===== src/rtl/mux2_arbiter.sv =====
// Two-requester round-robin arbiter with packet-atomic grants onto one valid/ready channel.
// Latency: 1 cycle from request to grant; zero-latency combinational datapath while granted.
// Backpressure: out_ready feeds only the granted requester. Optional stall timeout: MUX2_ARB_TIMEOUT_EN.
module mux2_arbiter #(
    parameter int WIDTH   = 8,
    parameter int TIMEOUT = 16
) (
    input  logic             clk,
    input  logic             rst_n,
    input  logic             in1_valid,
    output logic             in1_ready,
    input  logic [WIDTH-1:0] in1_data,
    input  logic             in1_last,
    input  logic             in2_valid,
    output logic             in2_ready,
    input  logic [WIDTH-1:0] in2_data,
    input  logic             in2_last,
    output logic             out_valid,
    input  logic             out_ready,
    output logic [WIDTH-1:0] out_data,
    output logic             out_last,
    output logic             sel,
    output logic             busy
`ifdef MUX2_ARB_TIMEOUT_EN
    ,
    output logic             timeout_pulse
`endif
);

    typedef enum logic [1:0] {S_IDLE, S_GRANT1, S_GRANT2} state_t;

    state_t r_state;
    state_t w_next_state;
    logic   r_sel;
    logic   r_last_served;   // 0 = in1, 1 = in2
    logic   w_xfer;
    logic   w_release;
    logic   w_timeout;

    if (TIMEOUT < 2 || TIMEOUT > 65535) begin : g_bad_timeout
        $error("mux2_arbiter: TIMEOUT must be within 2..65535");
    end

    assign w_xfer    = out_valid & out_ready;
    assign w_release = (w_xfer & out_last) | w_timeout;

`ifdef MUX2_ARB_TIMEOUT_EN
    logic [15:0] r_stall_cnt;
    logic        w_stall;

    assign w_stall = ((r_state == S_GRANT1) && !in1_valid) ||
                     ((r_state == S_GRANT2) && !in2_valid);
    assign w_timeout     = w_stall && (r_stall_cnt == 16'(TIMEOUT - 1));
    assign timeout_pulse = w_timeout;

    always_ff @(posedge clk) begin
        if (!rst_n) begin
            r_stall_cnt <= '0;
        end else if (!w_stall || (w_next_state != r_state)) begin
            r_stall_cnt <= '0;
        end else begin
            r_stall_cnt <= r_stall_cnt + 16'd1;
        end
    end
`else
    assign w_timeout = 1'b0;
`endif

    always_ff @(posedge clk) begin
        if (!rst_n) begin
            r_state       <= S_IDLE;
            r_sel         <= 1'b0;
            r_last_served <= 1'b1;
        end else begin
            r_state <= w_next_state;
            if (w_next_state == S_GRANT1) begin
                r_sel <= 1'b0;
            end else if (w_next_state == S_GRANT2) begin
                r_sel <= 1'b1;
            end
            if (w_release) begin
                r_last_served <= (r_state == S_GRANT2);
            end
        end
    end

    // The beat being accepted at release carries the only valid we can see, so it cannot
    // announce a follow-on packet: with no rival waiting, the requester re-arbitrates via IDLE.
    always_comb begin
        w_next_state = r_state;
        case (r_state)
            S_IDLE: begin
                if (in1_valid && in2_valid) begin
                    w_next_state = r_last_served ? S_GRANT1 : S_GRANT2;
                end else if (in1_valid) begin
                    w_next_state = S_GRANT1;
                end else if (in2_valid) begin
                    w_next_state = S_GRANT2;
                end
            end
            S_GRANT1: if (w_release) w_next_state = in2_valid ? S_GRANT2 : S_IDLE;
            S_GRANT2: if (w_release) w_next_state = in1_valid ? S_GRANT1 : S_IDLE;
            default:  w_next_state = S_IDLE;
        endcase
    end

    always_comb begin
        out_valid = 1'b0;
        out_data  = '0;
        out_last  = 1'b0;
        in1_ready = 1'b0;
        in2_ready = 1'b0;
        case (r_state)
            S_GRANT1: begin
                out_valid = in1_valid;
                out_data  = in1_data;
                out_last  = in1_last;
                in1_ready = out_ready;
            end
            S_GRANT2: begin
                out_valid = in2_valid;
                out_data  = in2_data;
                out_last  = in2_last;
                in2_ready = out_ready;
            end
            default: ;
        endcase
    end

    assign sel  = r_sel;
    assign busy = (r_state != S_IDLE);

endmodule


===== config.mk =====
export PLATFORM = sky130hd
export DESIGN_NAME = mux2_arbiter
export DESIGN_NICKNAME = d
export VERILOG_FILES = /design/src/rtl/mux2_arbiter.sv
export SDC_FILE = /design/constraint.sdc
export NUM_CORES = 1
export LEC_CHECK = 0
export CORE_MARGIN = 5
export CORE_UTILIZATION = 32
export DETAILED_ROUTE_END_ITERATION = 8
export PLACE_DENSITY = 0.89
export SETUP_SLACK_MARGIN = 0.15
export SKIP_LAST_GASP = 1
export SLEW_MARGIN = 20
export SYNTH_ARGS = -nofsm -noshare
export SYNTH_HDL_FRONTEND = slang
export SYNTH_SLANG_ARGS = --single-unit

===== constraint.sdc =====
create_clock -name clk -period 2.2 [get_ports clk]
set_clock_uncertainty 0.2 [all_clocks]
set_input_delay 0.22 -clock clk [delete_from_list [all_inputs] [get_ports clk]]
set_output_delay 0.22 -clock clk [all_outputs]
set_load 0.05 [all_outputs]

## Word-level counts from Yosys, hierarchy flattened

Cells that the tools add are included.

- Reduce and logical (&&, ||, !) cells: 4
- Bitwise operators: 3
- Mux-type cells: 14
- Equal/unequal tests: 4

Operators by type and width:

| cell | number |
|---|---|
| case mux 8 bit (2 select lines) | 1 |
| two-way mux 2 bit | 7 |
| case mux 2 bit (3 select lines) | 1 |
| == test 2 x 1 -> 1 bit (second input constant) | 2 |
| == test 2 bit (second input constant) | 2 |
| case mux 1 bit (2 select lines) | 2 |
| two-way mux 1 bit | 3 |
| bitwise AND 1 bit | 2 |
| logical NOT 2 bit | 1 |
| nonzero test 2 bit | 1 |
| OR reduction 2 bit | 1 |
| logical AND 1 bit | 1 |
| NOT 1 bit | 1 |

- Register bits after elaboration: 4
- Input port bits: 23
- Output and inout port bits: 14

## Longest topological paths before layout

Gate-level depths: netlist (run 1).

- Depth in word-level cells: 8
- Gate-level depth with buffers: 7
- Mapped depth without buffers: 7

## Worst setup path after synthesis (run 1)

OpenSTA, ideal clock, no wires.

- Path type: flip-flop to output port
- Start: reg r_state[0]
- End: out out_data[0]
- Cell stages (with the launch flop): 6
- Arrival: 1744 ps
- Required time: 1780 ps
- Slack: 36 ps
- Path through: dfxtp_1 > inv_1 > ha_1 > clkbuf_1 > a22oi_1 > nor2b_1

- Word-level cells in the longest chain between the ends: 2
- Elaborated cells between the ends (all ways): 3

Ends and longest elaborated chain:

| element | RTL line | text |
|---|---|---|
| start: declaration | 32 | `state_t r_state;` |
| start signal: assignment | 75 | `r_state <= w_next_state;` |
| == test 2 bit or == test 2 x 1 -> 1 bit (tied branches) | 113 | `case (r_state)` |
| case mux 8 bit (2 select lines) * | 113 |  |
| end: declaration | 20 | `output logic [WIDTH-1:0] out_data,` |

Every way passes the cells marked *; elsewhere a longest branch is shown, timed or not.

## Worst setup path after layout (run 1)

- Start: reg r_state[0]
- End: reg r_sel (netlist: sel)

- Word-level cells in the longest chain between the ends: 8
- Elaborated cells between the ends (all ways): 16

Ends and longest elaborated chain:

| element | RTL line | text |
|---|---|---|
| == test 2 bit or == test 2 x 1 -> 1 bit (tied branches) | 91, 113 |  |
| case mux 1 bit (2 select lines) | 113 |  |
| bitwise AND 1 bit | 44 | `assign w_xfer = out_valid & out_ready;` |
| bitwise AND 1 bit | 45 | `assign w_release = (w_xfer & out_last) \| w_timeout;` |
| two-way mux 2 bit (on tied branches) | 102, 101 |  |
| case mux 2 bit (3 select lines) * | 91 | `case (r_state)` |
| == test 2 x 1 -> 1 bit | 76 | `if (w_next_state == S_GRANT1) begin` |
| OR reduction 2 bit (no line) | -- |  |
| end signal: assignment | 72 | `r_sel <= 1'b0;` |
| end signal: assignment | 77 | `r_sel <= 1'b0;` |
| end signal: assignment | 79 | `r_sel <= 1'b1;` |
| end: declaration | 34 | `logic r_sel;` |

Marked as above.
A chain may end at the register's enable or synchronous reset.

==> results of run 1 <==
flip-flops by register name (all words and copies together), names as in the netlist:
register       flops
sel                1
r_last_served      1
r_state            2
path summary, 6_finish.rpt:
kind | to | cells after the start
max | sel | 7
min | r_last_served | 2
max reg2reg | sel | 7
min reg2reg | sel | 2
layer usage:
metal / up-vias / track usage, % / wire, µm
met5: - / 0 / 0
met4: 0 / 6.91 / 30
met3: 4 / 4.89 / 95
met2: 19 / 30.7 / 1130
met1: 291 / 14.8 / 662
li1: 302 / - / -
cells in the mapped netlist:
master and instances:
sky130_fd_sc_hd__a22oi_1 9, sky130_fd_sc_hd__nor2b_1 9, sky130_fd_sc_hd__nand2_1 6, sky130_fd_sc_hd__inv_1 5, sky130_fd_sc_hd__a21oi_1 4, sky130_fd_sc_hd__dfxtp_1 4
sky130_fd_sc_hd__ha_1 4, sky130_fd_sc_hd__clkbuf_1 3, sky130_fd_sc_hd__nor2_1 3, sky130_fd_sc_hd__and2_1 2, sky130_fd_sc_hd__and2b_1 2, sky130_fd_sc_hd__mux2i_1 2
sky130_fd_sc_hd__o211ai_1 2, sky130_fd_sc_hd__a22oi_2 1, sky130_fd_sc_hd__a31o_2 1, sky130_fd_sc_hd__and4bb_4 1, sky130_fd_sc_hd__nand2b_1 1, sky130_fd_sc_hd__nand3b_1 1
sky130_fd_sc_hd__o221ai_1 1, sky130_fd_sc_hd__o31ai_2 1
cells by family after synthesis:
family | count (synthesis) | share of synthesized area, %
AO/OA/AOI/OAI | 19 | 30.7
adder cells (fa/ha/maj) | 4 | 10.6
buffers and inverters | 8 | 6.35
flip-flops | 4 | 16.9
multiplexers | 2 | 4.23
AND/OR/NAND/NOR | 25 | 31.2
worst max-delay path: stages (launching register included):
cell and delay (ns):
sky130_fd_sc_hd__dfxtp_2 0.34, sky130_fd_sc_hd__inv_2 0.10, sky130_fd_sc_hd__ha_4 0.18, sky130_fd_sc_hd__a22oi_2 0.08, sky130_fd_sc_hd__and4bb_4 0.40, sky130_fd_sc_hd__mux2i_4 0.27
sky130_fd_sc_hd__a21oi_2 0.09, sky130_fd_sc_hd__o31ai_2 0.18
through the flow:
| step | area, µm² | std cells | setup WS (ns) | hold slack, ns |
|---|---|---|---|---|
| after floorplan | 493 | 62 | 0.278 | 0.0819 |
| after global placement | 1000 | 113 | 0.145 | 0.322 |
| after detailed placement | 1000 | 113 | 0.0288 | 0.336 |
| after CTS | 1030 | 116 | 0.155 | 0.346 |
| after global routing | 1080 | 116 | 0.157 | 0.365 |
| final | 1080 | 116 | 0.263 | 0.360 |
power breakdown:
group / leakage (nW) / total (mW) / switching, mW / internal, mW
registers: 0.0335 / 0.0887 / 0.00882 / 0.0799
clock network: 0.0138 / 0.0867 / 0.0259 / 0.0607
logic: 0.356 / 0.314 / 0.159 / 0.154
timing repair:
action,4_1_cts,5_1_grt
gates resized for setup,3,10
pin swaps,0,1
endpoints found under the setup margin,2,11
cell type report:
| class | instances | area (µm²) | area share (%) |
|---|---|---|---|
| Inverter | 5 | 18.8 | 1.74 |
| Clock buffer | 3 | 22.5 | 2.09 |
| Sequential cell | 4 | 82.6 | 7.67 |
| Tap cell | 15 | 18.8 | 1.74 |
| Multi-Input combinational cell | 50 | 433 | 40.2 |
| Timing Repair Buffer | 39 | 500 | 46.5 |
==> results.md, run 1 <==
• 0 — number of buffers added for setup after CTS
• 88.0% — final clock period utilization by the worst path
• 48.4 µm — floorplan die height
• 0 — number of maximum-capacitance constraint violations
• 13 — Row Count
• in -> reg — hold crit path type
• 5.31 — Via-to-Cell Ratio
• false — setup repair after global routing missed its margin
• register — CP startpoint kind
• 0.825 — final weighted congestion of routability-driven global placement
• 20 — Synth cell types
• reg -> reg — critical path type
• 2.14 ns — Crit path required time
• 1.88 ns — Worst EP arrival
• r_state[0] — start point of the critical path
• 684 — via count of the first global-routing pass
• 0 — quantity of hold-fixing buffers added after cts
• 37 — count of boundary I/O pins
• 16.9% — Yosys top cell area share
• 4 — DRT Pass-1 Iters
• rst_n — min-delay src
• 4 — flops & latches, synth
• 1920 µm — drt total wl
• 0 — Ys Warns
• finished, final reports clean — status
• 0.26 ns — Register-to-Register Setup Slack
• 7.63 µm² — mean instance size in the synthesized netlist
• 0 — remaining antenna violation count after routing
• 0.403 nW — static leakage
• 0.499 ns — slew of the pin with the lowest slew margin
• 6 — crit path max fanout
• 3 — TritonCTS buffer count
• 1350 µm² — placeable core area
• 454 nW/µm² — PwrDens
• 89 — number of nets in the synthesized netlist
• built — clock tree from TritonCTS
• 11 — maximum number of pins on one net before global-route repair
• 616 — via total after detailed routing
• 128% — Area growth, synth to finish
• 62 — Synth Instances
• 79.7% — final core utilization
• sky130_fd_sc_hd__clkdlybuf4s50_1 — most common library cell in the layout ignoring fill and taps
• sky130_fd_sc_hd__clkdlybuf4s50_1, sky130_fd_sc_hd__buf_12, sky130_fd_sc_hd__a22oi_1, sky130_fd_sc_hd__nor2b_2, sky130_fd_sc_hd__nand2_1 — most frequent cells in the layout
• 2350 µm² — total die area
• 1.94 ns — shortest clock period the worst path allows after layout
• 0.04 ns — clock slew at reported path FFs
• 0 — hold violation count in the final report
• 130 — Final Net Count
• 0 — final setup violating endpoints
• 1 — depth of the CTS H-tree
• sky130_fd_sc_hd__dfxtp_1 — cell taking the most area after synthesis
• 16.9% — share of synthesized area occupied by flip-flops and latches
• 0 — DRC violation count after routing
• 1600 µm — post-DP HPWL
• 0.489 mW — sum of internal, switching and leakage power
• 516 MHz — peak clock frequency supported by timing
• 66.7% — relative slew slack
• 5 — drt initial violations
• 75 — fill cell total of the finished layout
• 0 — total inserted antenna cells
• 35.0% — initial cell density of the core
• 0 — fin. max-slew vios
• 36 — IO buf count
• register — kind of capture point of the worst setup path
• 0.23 ns — Skew-Pair Late Insertion Delay
• 48.4 µm — Die X
• sky130_fd_sc_hd__clkbuf_4 — CTS Root Buffer Type
• 40.6% — ratio of cells with drive above 1 in the final layout
• 2 — buffer levels on the longest clock path
• 0 — number of antenna violations at the first check in global routing
• sky130_fd_sc_hd__dfxtp_1, sky130_fd_sc_hd__a22oi_1, sky130_fd_sc_hd__nor2b_1 — Area contributors post-synth
• 15.9% — Total GRT Usage
• 499 µV — IR Drop Worst-Case VDD
• 4 — clock sink count
• 3010 µm — wire length of the first global-routing pass
• r_state[0] — RR Startpoint
• 0 — total congestion overflow after global routing
• 473 µm² — cell area after synthesis
• 0 ns — setup_tns
• 16.5 µm — mean routed wirelength per cell
(Power assumes the default switching activity.)
==> run 2: changes to the inputs <==
- CORE_MARGIN: 5 -> 2
==> run 2 against run 1 <==
- critical path type unchanged
- largest power group unchanged
- via count rose by 0.16%
- highest routed layer unchanged
- utilization rose by 0.78 points
- power fell by 0.19%
==> results.md, run 2 (synthesized netlist as in run 1, its figures left out) <==
• 1800 µm² — total die area
• 415 µV — IR Drop Worst-Case VDD
• 455 nW/µm² — PwrDens
• 0.0461 ns — minimum setup slack after placement
• 11 — maximum number of pins on one net before global-route repair
• 3050 µm — wire length of the first global-routing pass
• 0 — number of antenna violations at the first check in global routing
• 113 — instance count after placement with tap cells included
• sky130_fd_sc_hd__and4bb_4 — highest-delay cell along the critical path
• 0 — final setup violating endpoints
• 0 — remaining antenna violation count after routing
• reg -> reg — hold crit path type
• 2 — number of flip-flops under the largest register name
• 0.39 ns — biggest cell delay along the critical path
• 1.93 ns — Worst EP arrival
• 1520 µm — post-DP HPWL
• 0 — number of maximum-capacitance constraint violations
• 4 — DRT Pass-1 Iters
• 1 — depth of the CTS H-tree
• 0.04 ns — clock slew at reported path FFs
• sky130_fd_sc_hd__clkdlybuf4s50_1, sky130_fd_sc_hd__buf_12, sky130_fd_sc_hd__nor2b_2, sky130_fd_sc_hd__a22oi_1, sky130_fd_sc_hd__nand2_1 — most frequent cells in the layout
• 2 — buffer levels on the longest clock path
• 0 ns — setup_tns
• 0.488 mW — sum of internal, switching and leakage power
• 0.496 ns — slew of the pin with the lowest slew margin
• 0 — number of buffers added for setup after CTS
• 617 — via total after detailed routing
• 2.13 ns — Crit path required time
• 501 MHz — peak clock frequency supported by timing
• sky130_fd_sc_hd__clkdlybuf4s50_1 — most common library cell in the layout ignoring fill and taps
• 3 — TritonCTS buffer count
• 683 — via count of the first global-routing pass
• register — CP startpoint kind
• 22.4% — Total GRT Usage
• 0 — hold violation count in the final report
• 37 — count of boundary I/O pins
• 2.00 ns — shortest clock period the worst path allows after layout
• 5.32 — Via-to-Cell Ratio
• register — kind of capture point of the worst setup path
• 1940 µm — drt total wl
• 0.355 ns — final worst hold slack
• 2 — worst hold path stage count
• 0.403 nW — static leakage
• r_state — register with the highest flop count
• 38.6% — ratio of cells with drive above 1 in the final layout
• sky130_fd_sc_hd__clkbuf_4 — CTS Root Buffer Type
• 127% — Area growth, synth to finish
• finished, final reports clean — status
• 4 — clock sink count
• 0.203 ns — worst setup margin
• 36 — IO buf count
• 0 — fin. max-slew vios
• reg -> reg — critical path type
• 0 — total inserted antenna cells
• 0.788 — final weighted congestion of routability-driven global placement
• 42.4 µm — Die X
• 0.23 ns — Skew-Pair Late Insertion Delay
• inv_1, ha_2, a22oi_2, and4bb_4, mux2i_4, a21oi_1, o31ai_2 — cells along the critical path
• 7 — FF-to-FF path depth
• 0 — DRC violation count after routing
• 0 — total congestion overflow after global routing
• 90.8% — final clock period utilization by the worst path
• 430 µm² — multi-input logic area
• 42.4 µm — floorplan die height
• built — clock tree from TritonCTS
• 82 — fill cell total of the finished layout
• 82.6 µm² — Register Area
• 11 — drt initial violations
• 5 — crit path max fanout
• 1330 µm² — placeable core area
• 66.9% — relative slew slack
• 13 — Row Count
• 130 — Final Net Count
• 116 — post-layout instance count excluding filler cells
• 16.7 µm — mean routed wirelength per cell
• true — setup repair after global routing missed its margin
• 35.5% — initial cell density of the core
==> run 2: worst paths after layout <==
kind	slack (ns)	to	start
setup reg to reg	0.20	sel	r_state[1]
hold reg to reg	0.36	sel	sel
setup / recovery	0.20	sel	r_state[1]
hold / removal	0.36	sel	sel
==> run 2: area by class of cell <==
cell class                      count  share of cell area, %
Clock buffer                        3                   2.10
Inverter                            5                   1.75
Multi-Input combinational cell     50                   40.1
Sequential cell                     4                   7.69
Tap cell                           15                   1.75
Timing Repair Buffer               39                   46.6
==> run 2: worst max-delay path: cells and delay by family (launching register included) <==
family / cells / cell delay (ns)
muxes: 1 / 0.26
AOI/OAI and AO/OA: 3 / 0.36
and+or+nand+nor: 1 / 0.39
adders and majority gates: 1 / 0.25
DFF: 1 / 0.34
buffers and inverters: 1 / 0.10
==> run 2: report_power, final <==
group          total (mW)  internal (mW)  leakage (nW)  switching, mW
Combinational       0.316          0.154         0.356          0.162
Sequential         0.0863         0.0799        0.0335        0.00638
Clock              0.0859         0.0607        0.0138         0.0252
==> run 2: timing repair <==
item	4_1_cts	5_1_grt
setup endpoints to repair	4	11
resized for setup	4	7
hold buffers	0	0
pin swaps	0	1
==> run 2: metrics by stage <==
stage	util (%)	area (µm²)
after floorplan	-	493
after global placement	75.0	1000
after detailed placement	75.0	1000
after CTS	78.0	1040
after global routing	80.5	1070
final	80.5	1070
==> run 2: routing by layer <==
layer / part of all wire [%] / up-vias / GRT usage (%) / routed length (µm)
met2: 62 / 20 / 46.5 / 1190
li1: - / 299 / - / -
met5: 0 / - / 0 / 0
met4: 0.72 / 0 / 7.50 / 14
met1: 35 / 296 / 22.0 / 673
met3: 2.8 / 2 / 2.59 / 54
